===== config.mk =====
export PLATFORM = sky130hd
export DESIGN_NAME = trap_ctrl
export DESIGN_NICKNAME = d
export VERILOG_FILES = /design/src/rtl/trap_ctrl.sv
export SDC_FILE = /design/constraint.sdc
export NUM_CORES = 1
export LEC_CHECK = 0
export ABC_AREA = 1
export CAP_MARGIN = 10
export CORE_ASPECT_RATIO = 1.2
export CORE_UTILIZATION = 30
export DETAILED_ROUTE_END_ITERATION = 10
export SLEW_MARGIN = 25
export SYNTH_ARGS = -nofsm -noshare
export SYNTH_HDL_FRONTEND = slang
export SYNTH_SLANG_ARGS = --single-unit

===== constraint.sdc =====
create_clock -name clk -period 8.3 [get_ports clk]
set_input_delay 1.245 -clock clk [delete_from_list [all_inputs] [get_ports clk]]
set_output_delay 1.245 -clock clk [all_outputs]
set_load 0.03 [all_outputs]

===== src/rtl/trap_ctrl.sv =====
// Machine-mode trap sequencer for the RV32I core.
//
// Sits between execute and the CSR file. In IDLE it samples the exception and
// MRET requests of the non-bubble instruction in execute and then runs a
// fixed sequence:
//   trap: TRAP_COMMIT (CSR strobes) -> FLUSH x FLUSH_CYCLES -> REDIRECT to mtvec
//   MRET:                              FLUSH x FLUSH_CYCLES -> REDIRECT to mepc
//
// Ports:
//   clk, reset                async active-high reset
//   bubble                    execute slot is empty; requests ignored
//   pc_ex, instr_ex           PC and instruction word in execute
//   fault_addr                faulting address for misaligned fetch/load/store
//   exc_*                     synchronous exception requests
//   mret                      MRET executed
//   mtvec, mepc               current CSR values
//   initiate_exception        one-cycle strobe, CSR file captures trap_pc into mepc
//   trap_pc                   PC stored into mepc
//   mcause_we, mcause, mtval  one-cycle write strobe and cause/trap value
//   flush, stall_fetch        kill younger instructions and hold fetch PC
//   redirect_valid            one-cycle strobe, load redirect_pc into fetch PC
//   redirect_pc               redirect target, word-aligned
//   busy                      sequencer not in IDLE
module trap_ctrl #(
  parameter int unsigned FLUSH_CYCLES = 2
) (
  input  logic        clk,
  input  logic        reset,
  input  logic        bubble,
  input  logic [31:0] pc_ex,
  input  logic [31:0] instr_ex,
  input  logic [31:0] fault_addr,
  input  logic        exc_iaddr_misaligned,
  input  logic        exc_illegal,
  input  logic        exc_ebreak,
  input  logic        exc_ecall,
  input  logic        exc_laddr_misaligned,
  input  logic        exc_saddr_misaligned,
  input  logic        mret,
  input  logic [31:0] mtvec,
  input  logic [31:0] mepc,
  output logic        initiate_exception,
  output logic [31:0] trap_pc,
  output logic        mcause_we,
  output logic [31:0] mcause,
  output logic [31:0] mtval,
  output logic        flush,
  output logic        stall_fetch,
  output logic        redirect_valid,
  output logic [31:0] redirect_pc,
  output logic        busy
);

  typedef enum logic [1:0] {StIdle, StTrapCommit, StFlush, StRedirect} state_e;

  // FLUSH is left when the counter reads 0, so loading N-1 gives N cycles.
  localparam logic [3:0] FlushInit = 4'(FLUSH_CYCLES - 1);

  state_e      state_q;
  logic [3:0]  cnt_q;
  logic [31:0] target_q;

  logic        exc_any;
  logic [31:0] cause_d;
  logic [31:0] mtval_d;

  // Fixed-priority exception select; earlier branches win.
  always_comb begin
    exc_any = 1'b1;
    cause_d = '0;
    mtval_d = '0;
    if (exc_iaddr_misaligned) begin
      cause_d = 32'd0;
      mtval_d = fault_addr;
    end else if (exc_illegal) begin
      cause_d = 32'd2;
      mtval_d = instr_ex;
    end else if (exc_ebreak) begin
      cause_d = 32'd3;
      mtval_d = pc_ex;
    end else if (exc_ecall) begin
      cause_d = 32'd11;
      mtval_d = '0;
    end else if (exc_laddr_misaligned) begin
      cause_d = 32'd4;
      mtval_d = fault_addr;
    end else if (exc_saddr_misaligned) begin
      cause_d = 32'd6;
      mtval_d = fault_addr;
    end else begin
      exc_any = 1'b0;
    end
  end

  // All outputs are registered and set on the transition into the state
  // that owns them, so each one is valid for exactly that state's cycles.
  always_ff @(posedge clk or posedge reset) begin
    if (reset) begin
      state_q            <= StIdle;
      cnt_q              <= '0;
      target_q           <= '0;
      initiate_exception <= 1'b0;
      trap_pc            <= '0;
      mcause_we          <= 1'b0;
      mcause             <= '0;
      mtval              <= '0;
      flush              <= 1'b0;
      stall_fetch        <= 1'b0;
      redirect_valid     <= 1'b0;
      redirect_pc        <= '0;
      busy               <= 1'b0;
    end else begin
      unique case (state_q)
        StIdle: begin
          if (!bubble && exc_any) begin
            // An exception takes precedence over a simultaneous MRET.
            state_q            <= StTrapCommit;
            mcause             <= cause_d;
            mtval              <= mtval_d;
            trap_pc            <= pc_ex;
            target_q           <= mtvec & 32'hFFFF_FFFC;
            initiate_exception <= 1'b1;
            mcause_we          <= 1'b1;
            flush              <= 1'b1;
            stall_fetch        <= 1'b1;
            busy               <= 1'b1;
          end else if (!bubble && mret) begin
            state_q     <= StFlush;
            cnt_q       <= FlushInit;
            target_q    <= mepc & 32'hFFFF_FFFC;
            flush       <= 1'b1;
            stall_fetch <= 1'b1;
            busy        <= 1'b1;
          end
        end
        StTrapCommit: begin
          state_q            <= StFlush;
          cnt_q              <= FlushInit;
          initiate_exception <= 1'b0;
          mcause_we          <= 1'b0;
        end
        StFlush: begin
          if (cnt_q == 4'd0) begin
            state_q        <= StRedirect;
            redirect_valid <= 1'b1;
            redirect_pc    <= target_q;
            flush          <= 1'b0;
            stall_fetch    <= 1'b0;
          end else begin
            cnt_q <= cnt_q - 4'd1;
          end
        end
        StRedirect: begin
          state_q        <= StIdle;
          redirect_valid <= 1'b0;
          busy           <= 1'b0;
        end
        default: state_q <= StIdle;
      endcase
    end
  end

endmodule


### Word level (Yosys, flattened, before mapping)

Cells that the tools add are included.

| operators by class | value |
|---|---|
| add/subtract/negate cells | 1 |
| equality and inequality tests | 9 |
| muxes and demuxes | 37 |
| reduce and logical (&&, ||, !) cells | 20 |

Operators with widths:

| operator | number |
|---|---|
| 32-bit two-way mux | 9 |
| 4-bit two-way mux | 6 |
| 2-bit AND reduction | 7 |
| 4-bit case mux with 3 select lines | 1 |
| 1-bit two-way mux | 11 |
| 2-bit != test, second input constant | 5 |
| 2-bit nonzero test | 5 |
| 1-bit case mux with 2 select lines | 4 |
| 2-bit case mux with 4 select lines | 1 |
| 2-bit two-way mux | 3 |
| 3-bit two-way mux | 2 |
| 2-bit == test, second input constant | 2 |
| 4-bit zero test | 1 |
| 4-bit AND reduction | 1 |
| 4-bit by 1-bit subtractor with 4-bit output, second input constant | 1 |
| 3-bit != test, second input constant | 1 |
| 3-bit AND reduction | 1 |
| 3-bit nonzero test | 1 |
| 2-bit by 1-bit == test with 1-bit output, second input constant | 1 |
| 1-bit logical AND | 2 |
| 2-bit zero test | 1 |
| 1-bit zero test | 1 |

| word-level totals | value |
|---|---|
| bits in registers | 170 |
| bits of input ports | 170 |
| logic and storage cells | 78 |

### Depth between registers and ports, before layout

Gate-level depths: netlist of the first run.

| logic depth | value |
|---|---|
| word-level depth | 9 |
| depth in mapped cells | 9 |
| depth with buffers taken out | 8 |

### Worst setup path after synthesis of the first run

Ideal clock, no wire load.

| timing | value |
|---|---|
| path kind | input -> register |
| start point | input exc_illegal |
| end point | register busy |
| arrival | 2.115 ns |
| path slack | 6.064 ns |
| stages on the path | 8 |
| path buffers | 2 |
| cells stage by stage | buf_2 -> nor2_4 -> nand3_2 -> nand2_2 -> nand2_1 -> nand2_2 -> buf_6 -> a21oi_1 |

| on the way | value |
|---|---|
| longest elaborated chain between the ends | 5 |
| elaborated cells between the ends (all ways) | 7 |
| those cells by class | eq/ne (1); mux (4); reduce/logical (2) |

Ends and longest elaborated chain:

| item | line | text |
|---|---|---|
| start: declaration | 34 | `input logic exc_illegal,` |
| 1-bit two-way mux (*) | 75 | `end else if (exc_illegal) begin` |
| 1-bit two-way mux (*) | 72 | `if (exc_iaddr_misaligned) begin` |
| 1-bit logical AND (*) | 115 | `if (!bubble && exc_any) begin` |
| 1-bit two-way mux / 3-bit != test (equally long branches) | - |  |
| 1-bit case mux with 2 select lines / 2-bit AND reduction (equally long branches) | - |  |
| end signal: assignment | 111 | `busy <= 1'b0;` |
| end signal: assignment | 126 | `busy <= 1'b1;` |
| end signal: assignment | 133 | `busy <= 1'b1;` |
| end: declaration | 51 | `output logic busy` |

Mark *: on every way between the ends. The rest lies on a longest branch, timed or not.
A chain may end at the register's enable or synchronous reset.

### Worst setup path in the final report of the first run

| timing | value |
|---|---|
| start point | input exc_illegal |
| end point | register target_q[7] |

| on the way | value |
|---|---|
| longest elaborated chain between the ends | 5 |
| elaborated cells between the ends (all ways) | 6 |
| those cells by class | mux (3); reduce/logical (3) |

Ends and longest elaborated chain:

| item | line | text |
|---|---|---|
| 1-bit two-way mux (*) | 75 |  |
| 1-bit two-way mux (*) | 72 |  |
| 1-bit logical AND (*) | 115 |  |
| 2-bit nonzero test (no source line) | - |  |
| 2-bit AND reduction (no source line) | - |  |
| end signal: assignment | 121 | `target_q <= mtvec & 32'hFFFF_FFFC;` |
| end signal: assignment | 130 | `target_q <= mepc & 32'hFFFF_FFFC;` |
| end: declaration | 61 | `logic [31:0] target_q;` |

Marks and branches as above.

==> results of run 1 <==
metal layers:
layer | vias to the layer above | global-route usage [%] | part of all wire, %
met2 | 251 | 30.2 | 46
met5 | - | 0 | 0
met3 | 15 | 5.46 | 8.5
li1 | 3334 | - | -
met4 | 0 | 5.91 | 1.3
met1 | 2932 | 22.8 | 44
path summary, 6_finish.rpt:
check                                   from  slack [ns]              end
worst max register to register    state_q[0]        6.02         cnt_q[1]
max in group asynchronous              reset        5.87   redirect_pc[7]
worst min register to register  target_q[27]        0.47  redirect_pc[27]
worst max-delay path             exc_illegal        4.87      target_q[7]
worst min-delay path            target_q[27]        0.47  redirect_pc[27]
min in group asynchronous              reset        1.30       trap_pc[4]
cell usage after synthesis (all sizes together):
| cell type | count | area share (%) |
|---|---|---|
| o21a | 1 | 0.11 |
| clkbuf | 20 | 1.1 |
| a2bb2oi | 1 | 0.13 |
| inv | 37 | 2.0 |
| o21ai | 56 | 4.1 |
| a21o | 1 | 0.11 |
| dfrtp | 138 | 50 |
| clkinv | 2 | 0.11 |
| a21boi | 1 | 0.11 |
| nand3 | 48 | 3.6 |
| conb | 1 | 0.054 |
| a21oi | 3 | 0.22 |
| xor2 | 1 | 0.13 |
| nand3b | 1 | 0.11 |
| nor2 | 7 | 0.49 |
| buf | 61 | 6.0 |
| ha | 6 | 1.1 |
| nand2 | 563 | 31 |
| or2 | 1 | 0.090 |
metrics by stage:
step	hold slack [ns]	utilization, %	cells
final	0.469	45.8	1488
after global routing	0.496	45.8	1488
after CTS	0.468	45.7	1488
after detailed placement	0.452	43.0	1456
after global placement	0.452	43.0	1456
after floorplan	0.442	-	978
area by class of cell:
cell class	instances	area, µm²
well taps	279	349
multi-input cells	720	2960
repair buffers	280	2780
flip-flops and latches	138	3450
fillers	2261	12200
clock buffers	18	429
clock inverters	14	186
inverters	39	151
power groups by stage:
stage	Clock (mW)	Sequential (mW)	Combinational, mW
floorplan	0	1.55	0.601
global placement	0	1.13	1.66
detailed placement	0	1.14	1.67
CTS	0.822	1.13	1.68
global route	0.854	1.17	1.82
finish	0.800	1.13	1.66
kinds of logic (layout without fill, tap and decap cells):
kind of cell / after synthesis / after routing / share of synthesized area [%]
buffers and inverters: 120 / 351 / 9.24
AOI/OAI and AO/OA: 63 / 63 / 4.77
adders and majority gates: 6 / 6 / 1.08
DFF: 138 / 138 / 49.8
and+or+nand+nor: 620 / 620 / 34.9
other: 1 / 30 / 0.0541
xor gates and xnor gates: 1 / 1 / 0.126
state kept, by name, summed over array words and instances (netlist names):
signal / cells
mtval: 32
trap_pc: 32
redirect_pc: 30
target_q: 30
cnt_q: 4
mcause: 4
state_q: 2
busy: 1
mcause_we: 1
redirect_valid: 1
stall_fetch: 1
worst reg2reg max path, stage by stage (launching register included):
cell and delay (ns):
sky130_fd_sc_hd__dfrtp_1 0.40, sky130_fd_sc_hd__inv_1 0.08, sky130_fd_sc_hd__ha_1 0.30, sky130_fd_sc_hd__nand3_1 0.12, sky130_fd_sc_hd__buf_4 0.35, sky130_fd_sc_hd__inv_2 0.35, sky130_fd_sc_hd__nor2_1 0.25, sky130_fd_sc_hd__nand2_2 0.13
sky130_fd_sc_hd__nand2_1 0.11, sky130_fd_sc_hd__o21ai_1 0.07
cell usage in the layout, fill, tap and decap left out:
cell type / Yosys / final
sky130_fd_sc_hd__a21oi_2: 0 / 1
sky130_fd_sc_hd__inv_6: 0 / 4
sky130_fd_sc_hd__nor2_4: 1 / 1
sky130_fd_sc_hd__or2_2: 1 / 1
sky130_fd_sc_hd__nand3b_1: 1 / 1
sky130_fd_sc_hd__clkbuf_16: 0 / 17
sky130_fd_sc_hd__conb_1: 1 / 30
sky130_fd_sc_hd__clkinv_2: 0 / 1
sky130_fd_sc_hd__nand2_1: 560 / 560
sky130_fd_sc_hd__clkinv_1: 2 / 2
sky130_fd_sc_hd__buf_4: 35 / 10
sky130_fd_sc_hd__xor2_1: 1 / 1
sky130_fd_sc_hd__bufinv_16: 0 / 3
sky130_fd_sc_hd__a21o_1: 1 / 1
sky130_fd_sc_hd__inv_2: 1 / 2
sky130_fd_sc_hd__inv_8: 0 / 2
sky130_fd_sc_hd__clkinv_4: 0 / 4
sky130_fd_sc_hd__ha_1: 6 / 6
sky130_fd_sc_hd__nand2_2: 3 / 3
sky130_fd_sc_hd__o21a_1: 1 / 1
sky130_fd_sc_hd__clkinvlp_4: 0 / 1
sky130_fd_sc_hd__nand3_1: 46 / 46
sky130_fd_sc_hd__clkdlybuf4s50_1: 0 / 269
sky130_fd_sc_hd__clkbuf_1: 19 / 1
sky130_fd_sc_hd__o21ai_2: 1 / 1
sky130_fd_sc_hd__inv_1: 36 / 34
sky130_fd_sc_hd__nor2_1: 6 / 6
sky130_fd_sc_hd__a21boi_0: 1 / 1
sky130_fd_sc_hd__buf_6: 4 / 1
sky130_fd_sc_hd__o21ai_0: 52 / 52
sky130_fd_sc_hd__nand3_2: 2 / 1
sky130_fd_sc_hd__dfrtp_1: 138 / 138
sky130_fd_sc_hd__a2bb2oi_1: 1 / 1
sky130_fd_sc_hd__a21oi_1: 3 / 2
sky130_fd_sc_hd__o21ai_1: 3 / 3
sky130_fd_sc_hd__nand3_4: 0 / 1
==> impl_metrics.xml, run 1 <==
<?xml version="1.0" encoding="UTF-8"?>
<metrics>
  <group name="status">
    <metric name="run_status" unit="">complete, no violations</metric>
  </group>
  <group name="sta">
    <metric name="report.final.hold_viol_count" unit="">0</metric>
    <metric name="timing.final.ws_setup" unit="ns">4.87</metric>
    <metric name="fmax" unit="MHz">292</metric>
    <metric name="slew_at_the_pin_with_the_worst_max_slew_slack" unit="ns">0.965</metric>
    <metric name="report.final.setup_viol" unit="">0</metric>
    <metric name="ratio_of_final_minimum_period_to_clock_period" unit="%">41.3</metric>
    <metric name="fin_crit" unit="ns">3.43</metric>
    <metric name="rsz0062_at_grt" unit="">no</metric>
    <metric name="totalNegativeSetupSlack" unit="ns">0</metric>
    <metric name="timing.clock.skew" unit="ns">0.0122</metric>
    <metric name="slew-limit-headroom" unit="%">35.6</metric>
    <metric name="report.final.slew_viol_count" unit="">0</metric>
  </group>
  <group name="drt">
    <metric name="drc" unit="">0</metric>
    <metric name="dr_total_vias" unit="">6532</metric>
    <metric name="vias_per_cell" unit="">4.39</metric>
    <metric name="post_route_ant_nets" unit="">0</metric>
    <metric name="number_of_iterations_in_the_first_detailed_routing_pass" unit="">4</metric>
    <metric name="routed_wirelength" unit="µm">21000</metric>
    <metric name="post_drt_wl_per_cell" unit="µm">14.1</metric>
    <metric name="drt_iter0_drc" unit="">258</metric>
  </group>
  <group name="synth">
    <metric name="postSynthRegisterBits" unit="">138</metric>
    <metric name="yosysUniqueCellTypes" unit="">28</metric>
    <metric name="synthesis.instances" unit="">949</metric>
    <metric name="proportion_of_synthesized_chip_area_in_sequential_cells" unit="%">49.8</metric>
    <metric name="synth.cell_area" unit="µm²">6930</metric>
    <metric name="syn_area_per_cell" unit="µm²">7.30</metric>
    <metric name="ys_warn_count" unit="">0</metric>
  </group>
  <group name="critical_path">
    <metric name="timing.critical_path.required" unit="ns">8.61</metric>
    <metric name="critical_path.max_fanout" unit="">36</metric>
    <metric name="cell_family_contributing_the_most_delay_on_the_critical_path" unit="">buffers and inverters</metric>
    <metric name="worst_path_cell_chain" unit="">clkdlybuf4s50_1 -&gt; buf_4 -&gt; nor2_4 -&gt; nand3_2 -&gt; buf_4 -&gt; nand2_2 -&gt; buf_4 -&gt; nand2_1 -&gt; nand2_2 -&gt; nand2_1 -&gt; nand2_1</metric>
    <metric name="arrival" unit="ns">3.74</metric>
    <metric name="reg2reg_depth" unit="">9</metric>
    <metric name="critical-path-max-stage-delay" unit="ns">0.46</metric>
    <metric name="worst_setup_path_start_kind" unit="">input pin</metric>
    <metric name="end_kind" unit="">register</metric>
    <metric name="worstPathBufferInverterCount" unit="">4</metric>
    <metric name="criticalPathCategory" unit="">input pin to register</metric>
    <metric name="cp.depth" unit="">11</metric>
    <metric name="crit_slowest_cell" unit="">sky130_fd_sc_hd__clkdlybuf4s50_1</metric>
  </group>
  <group name="floorplan">
    <metric name="initial_core_util" unit="%">30.8</metric>
    <metric name="core-area" unit="µm²">22500</metric>
    <metric name="fp.dieArea" unit="µm²">23700</metric>
    <metric name="die_x" unit="µm">141</metric>
    <metric name="i_o_pin_count" unit="">304</metric>
    <metric name="chipHeight" unit="µm">169</metric>
    <metric name="rows" unit="">60</metric>
  </group>
  <group name="power_and_ir_drop">
    <metric name="comb_power_share" unit="%">46.2</metric>
    <metric name="power_per_cell_area" unit="nW/µm²">348</metric>
    <metric name="switchingPower" unit="mW">1.49</metric>
    <metric name="worst_ir_drop_on_vdd" unit="mV">0.162</metric>
    <metric name="clkPwrFrac" unit="%">22.3</metric>
    <metric name="flop_pwr_share" unit="%">31.5</metric>
    <metric name="cell_internal_pwr" unit="mW">2.09</metric>
    <metric name="total_power" unit="mW">3.59</metric>
    <metric name="p_sw_share" unit="%">41.6</metric>
    <metric name="total_leakage_power" unit="nW">5.26</metric>
  </group>
  <group name="global_routing">
    <metric name="via_count_of_the_first_global_routing_pass" unit="">6423</metric>
    <metric name="grt_start_max_net_pins" unit="">98</metric>
    <metric name="grt_util_all_layers" unit="%">18.3</metric>
    <metric name="wire_length_of_the_first_global_routing_pass" unit="µm">33800</metric>
    <metric name="antenna_found_initial" unit="">0</metric>
    <metric name="grt_overflow_total" unit="">0</metric>
  </group>
  <group name="clocking">
    <metric name="post_cts_resize_count" unit="">0</metric>
    <metric name="tritoncts.num_buffers" unit="">17</metric>
    <metric name="clk_transition_reported_paths" unit="ns">0.07</metric>
    <metric name="cts.htree.levels" unit="">4</metric>
    <metric name="cts_sinks" unit="">138</metric>
    <metric name="clkLatencyLatePin" unit="ns">0.42</metric>
    <metric name="clock_tree.buffer_depth" unit="">2</metric>
    <metric name="holdBufCountCts" unit="">0</metric>
    <metric name="postCtsSetupRepairBufs" unit="">0</metric>
    <metric name="tritoncts_clock_tree" unit="">built</metric>
    <metric name="root_buffer" unit="">sky130_fd_sc_hd__clkbuf_16</metric>
  </group>
  <group name="placement">
    <metric name="gp_congestion" unit="">0.803</metric>
    <metric name="place_area" unit="µm²">9690</metric>
    <metric name="pre_cts_slack" unit="ns">4.43</metric>
    <metric name="hpwl" unit="µm">14600</metric>
    <metric name="placement.io_buffers" unit="">269</metric>
  </group>
  <group name="layout">
    <metric name="syn_to_final_growth" unit="%">48.7</metric>
    <metric name="final_layout_size_suffix_gt1_share" unit="%">4.47</metric>
    <metric name="final_net_count" unit="">1372</metric>
    <metric name="fin_area" unit="µm²">10300</metric>
    <metric name="diodes" unit="">0</metric>
  </group>
  <group name="worst_hold_path">
    <metric name="hold_path.class" unit="">register to register</metric>
    <metric name="worstHoldPathCells" unit="">2</metric>
  </group>
  <group name="job">
    <metric name="cap_violations" unit="">0</metric>
  </group>
</metrics>
No activity file was read; power rests on OpenSTA's default activity.
==> run 2, diff against run 1 <==
clock period = 2.97 ns   (was 8.3 ns; I/O delays follow)
==> run 2 against run 1 <==
Effect of this change: first-iteration DRC count decreased by 1.9%; power increased to 2.8 times the previous value; hold slack improved by 0.0039 ns; clock power increased to 2.7 times the previous value; via count increased by 0.92%; routed wire length increased by 2.4%; worst setup slack got worse by 4.1 ns; design area increased by 0.29%; flip-flop and latch count unchanged; die area unchanged; clock-buffer cell count unchanged; combinational power increased to 2.8 times the previous value.
==> impl_metrics.xml, run 2 (same netlist as run 1, synthesis figures left out) <==
<?xml version="1.0" encoding="UTF-8"?>
<metrics>
  <group name="status">
    <metric name="run_status" unit="">complete, no violations</metric>
  </group>
  <group name="critical_path">
    <metric name="criticalPathCategory" unit="">input pin to register</metric>
    <metric name="arrival" unit="ns">2.58</metric>
    <metric name="reg2reg_depth" unit="">6</metric>
    <metric name="critical_path.max_fanout" unit="">22</metric>
    <metric name="end_kind" unit="">register</metric>
    <metric name="timing.critical_path.required" unit="ns">3.32</metric>
    <metric name="reg2reg_setup_slack" unit="ns">0.93</metric>
    <metric name="worst_setup_path_start_kind" unit="">input pin</metric>
  </group>
  <group name="layout">
    <metric name="largestRegisters" unit="">mtval (32), trap_pc (32)</metric>
    <metric name="syn_to_final_growth" unit="%">49.1</metric>
    <metric name="most_used_cells_in_the_layout_excluding_fill_and_tap_cells" unit="">560 x sky130_fd_sc_hd__nand2_1, 269 x sky130_fd_sc_hd__clkdlybuf4s50_1, 138 x sky130_fd_sc_hd__dfrtp_1</metric>
    <metric name="final_net_count" unit="">1375</metric>
    <metric name="diodes" unit="">0</metric>
    <metric name="final_layout_size_suffix_gt1_share" unit="%">4.62</metric>
    <metric name="fin_util" unit="%">45.9</metric>
    <metric name="fill_cells" unit="">2317</metric>
    <metric name="mostFrequentLayoutCell" unit="">sky130_fd_sc_hd__nand2_1</metric>
  </group>
  <group name="clocking">
    <metric name="tritoncts_clock_tree" unit="">built</metric>
    <metric name="post_cts_resize_count" unit="">0</metric>
    <metric name="holdBufCountCts" unit="">0</metric>
    <metric name="clkLatencyLatePin" unit="ns">0.41</metric>
    <metric name="clock_tree.buffer_depth" unit="">2</metric>
    <metric name="postCtsSetupRepairBufs" unit="">0</metric>
    <metric name="cts_sinks" unit="">138</metric>
    <metric name="root_buffer" unit="">sky130_fd_sc_hd__clkbuf_16</metric>
    <metric name="tritoncts.num_buffers" unit="">17</metric>
    <metric name="clk_transition_reported_paths" unit="ns">0.06</metric>
    <metric name="cts.htree.levels" unit="">4</metric>
  </group>
  <group name="drt">
    <metric name="post_route_ant_nets" unit="">0</metric>
    <metric name="vias_per_cell" unit="">4.42</metric>
    <metric name="routed_wirelength" unit="µm">21500</metric>
    <metric name="dr_total_vias" unit="">6592</metric>
    <metric name="drt_iter0_drc" unit="">253</metric>
    <metric name="number_of_iterations_in_the_first_detailed_routing_pass" unit="">4</metric>
    <metric name="drc" unit="">0</metric>
    <metric name="post_drt_wl_per_cell" unit="µm">14.4</metric>
  </group>
  <group name="global_routing">
    <metric name="wire_length_of_the_first_global_routing_pass" unit="µm">34100</metric>
    <metric name="antenna_found_initial" unit="">0</metric>
    <metric name="grt_start_max_net_pins" unit="">139</metric>
    <metric name="grt_overflow_total" unit="">0</metric>
    <metric name="via_count_of_the_first_global_routing_pass" unit="">6490</metric>
    <metric name="grt_util_all_layers" unit="%">18.4</metric>
  </group>
  <group name="placement">
    <metric name="hpwl" unit="µm">15100</metric>
    <metric name="placement.io_buffers" unit="">269</metric>
    <metric name="gp_congestion" unit="">0.823</metric>
  </group>
  <group name="sta">
    <metric name="fin_crit" unit="ns">2.23</metric>
    <metric name="fmax" unit="MHz">447</metric>
    <metric name="ratio_of_final_minimum_period_to_clock_period" unit="%">75.2</metric>
    <metric name="report.final.setup_viol" unit="">0</metric>
    <metric name="slew-limit-headroom" unit="%">39.3</metric>
    <metric name="rsz0062_at_grt" unit="">no</metric>
    <metric name="totalNegativeSetupSlack" unit="ns">0</metric>
    <metric name="report.final.slew_viol_count" unit="">0</metric>
    <metric name="timing.clock.skew" unit="ns">0.0106</metric>
    <metric name="slew_at_the_pin_with_the_worst_max_slew_slack" unit="ns">0.910</metric>
    <metric name="report.final.hold_viol_count" unit="">0</metric>
  </group>
  <group name="floorplan">
    <metric name="die_x" unit="µm">141</metric>
    <metric name="rows" unit="">60</metric>
    <metric name="fp.dieArea" unit="µm²">23700</metric>
    <metric name="chipHeight" unit="µm">169</metric>
    <metric name="core-area" unit="µm²">22500</metric>
    <metric name="i_o_pin_count" unit="">304</metric>
    <metric name="initial_core_util" unit="%">30.8</metric>
  </group>
  <group name="job">
    <metric name="cap_violations" unit="">0</metric>
  </group>
  <group name="power_and_ir_drop">
    <metric name="total_power" unit="mW">10.0</metric>
    <metric name="worst_ir_drop_on_vdd" unit="mV">0.383</metric>
    <metric name="total_leakage_power" unit="nW">5.28</metric>
    <metric name="power_per_cell_area" unit="nW/µm²">968</metric>
  </group>
  <group name="worst_hold_path">
    <metric name="worstHoldPathCells" unit="">2</metric>
    <metric name="hold_path.class" unit="">register to register</metric>
  </group>
</metrics>
[run 2: final timing paths]
| check | start | endpoint |
|---|---|---|
| worst max-delay path | exc_illegal | mtval[12] |
| worst min-delay path | target_q[6] | redirect_pc[6] |
| worst max register to register | state_q[1] | mtval[7] |
| worst min register to register | target_q[6] | redirect_pc[6] |
| max in group asynchronous | reset | cnt_q[2] |
| min in group asynchronous | reset | redirect_pc[14] |
[run 2: stage by stage]
| step | setup slack (ns) | hold WS (ns) | area [µm²] | instances |
|---|---|---|---|---|
| CTS | 0.722 | 0.472 | 10300 | 1491 |
| finish | 0.735 | 0.473 | 10300 | 1491 |
| global route | 0.482 | 0.493 | 10300 | 1491 |
| floorplan | 0.803 | 0.442 | 7040 | 978 |
| detailed placement | 0.285 | 0.458 | 9740 | 1459 |
| global placement | 0.308 | 0.447 | 9740 | 1459 |
[run 2: area by class of cell]
class	count	area (µm²)	area share, %
repair buffers	283	2840	27.4
multi-input cells	720	2960	28.6
inverters	39	150	1.45
clock inverters	14	161	1.56
flip-flops and latches	138	3450	33.4
well taps	279	349	3.38
clock buffers	18	429	4.15
[run 2: power by group]
part           switching [mW]  total (mW)  internal [mW]
combinational            2.86        4.69           1.84
sequential              0.447        3.16           2.71
clock                   0.895        2.15           1.26
total                    4.20        10.0           5.81
[run 2: layer usage]
| metal | wire [µm] | GRT usage (%) |
|---|---|---|
| met1 | 9350 | 22.8 |
| met2 | 9940 | 30.3 |
| met3 | 1790 | 6.00 |
| met4 | 374 | 5.86 |
| met5 | 0 | 0 |
[run 2: critical path, cell delays in order]
cell	delay, ns
sky130_fd_sc_hd__clkdlybuf4s50_1	0.49
sky130_fd_sc_hd__inv_1	0.35
sky130_fd_sc_hd__nand2_1	0.58
sky130_fd_sc_hd__o21ai_0	0.43
sky130_fd_sc_hd__nand2_1	0.08
sky130_fd_sc_hd__nand2_1	0.07
sky130_fd_sc_hd__nand2_1	0.04
sky130_fd_sc_hd__nand2_1	0.08
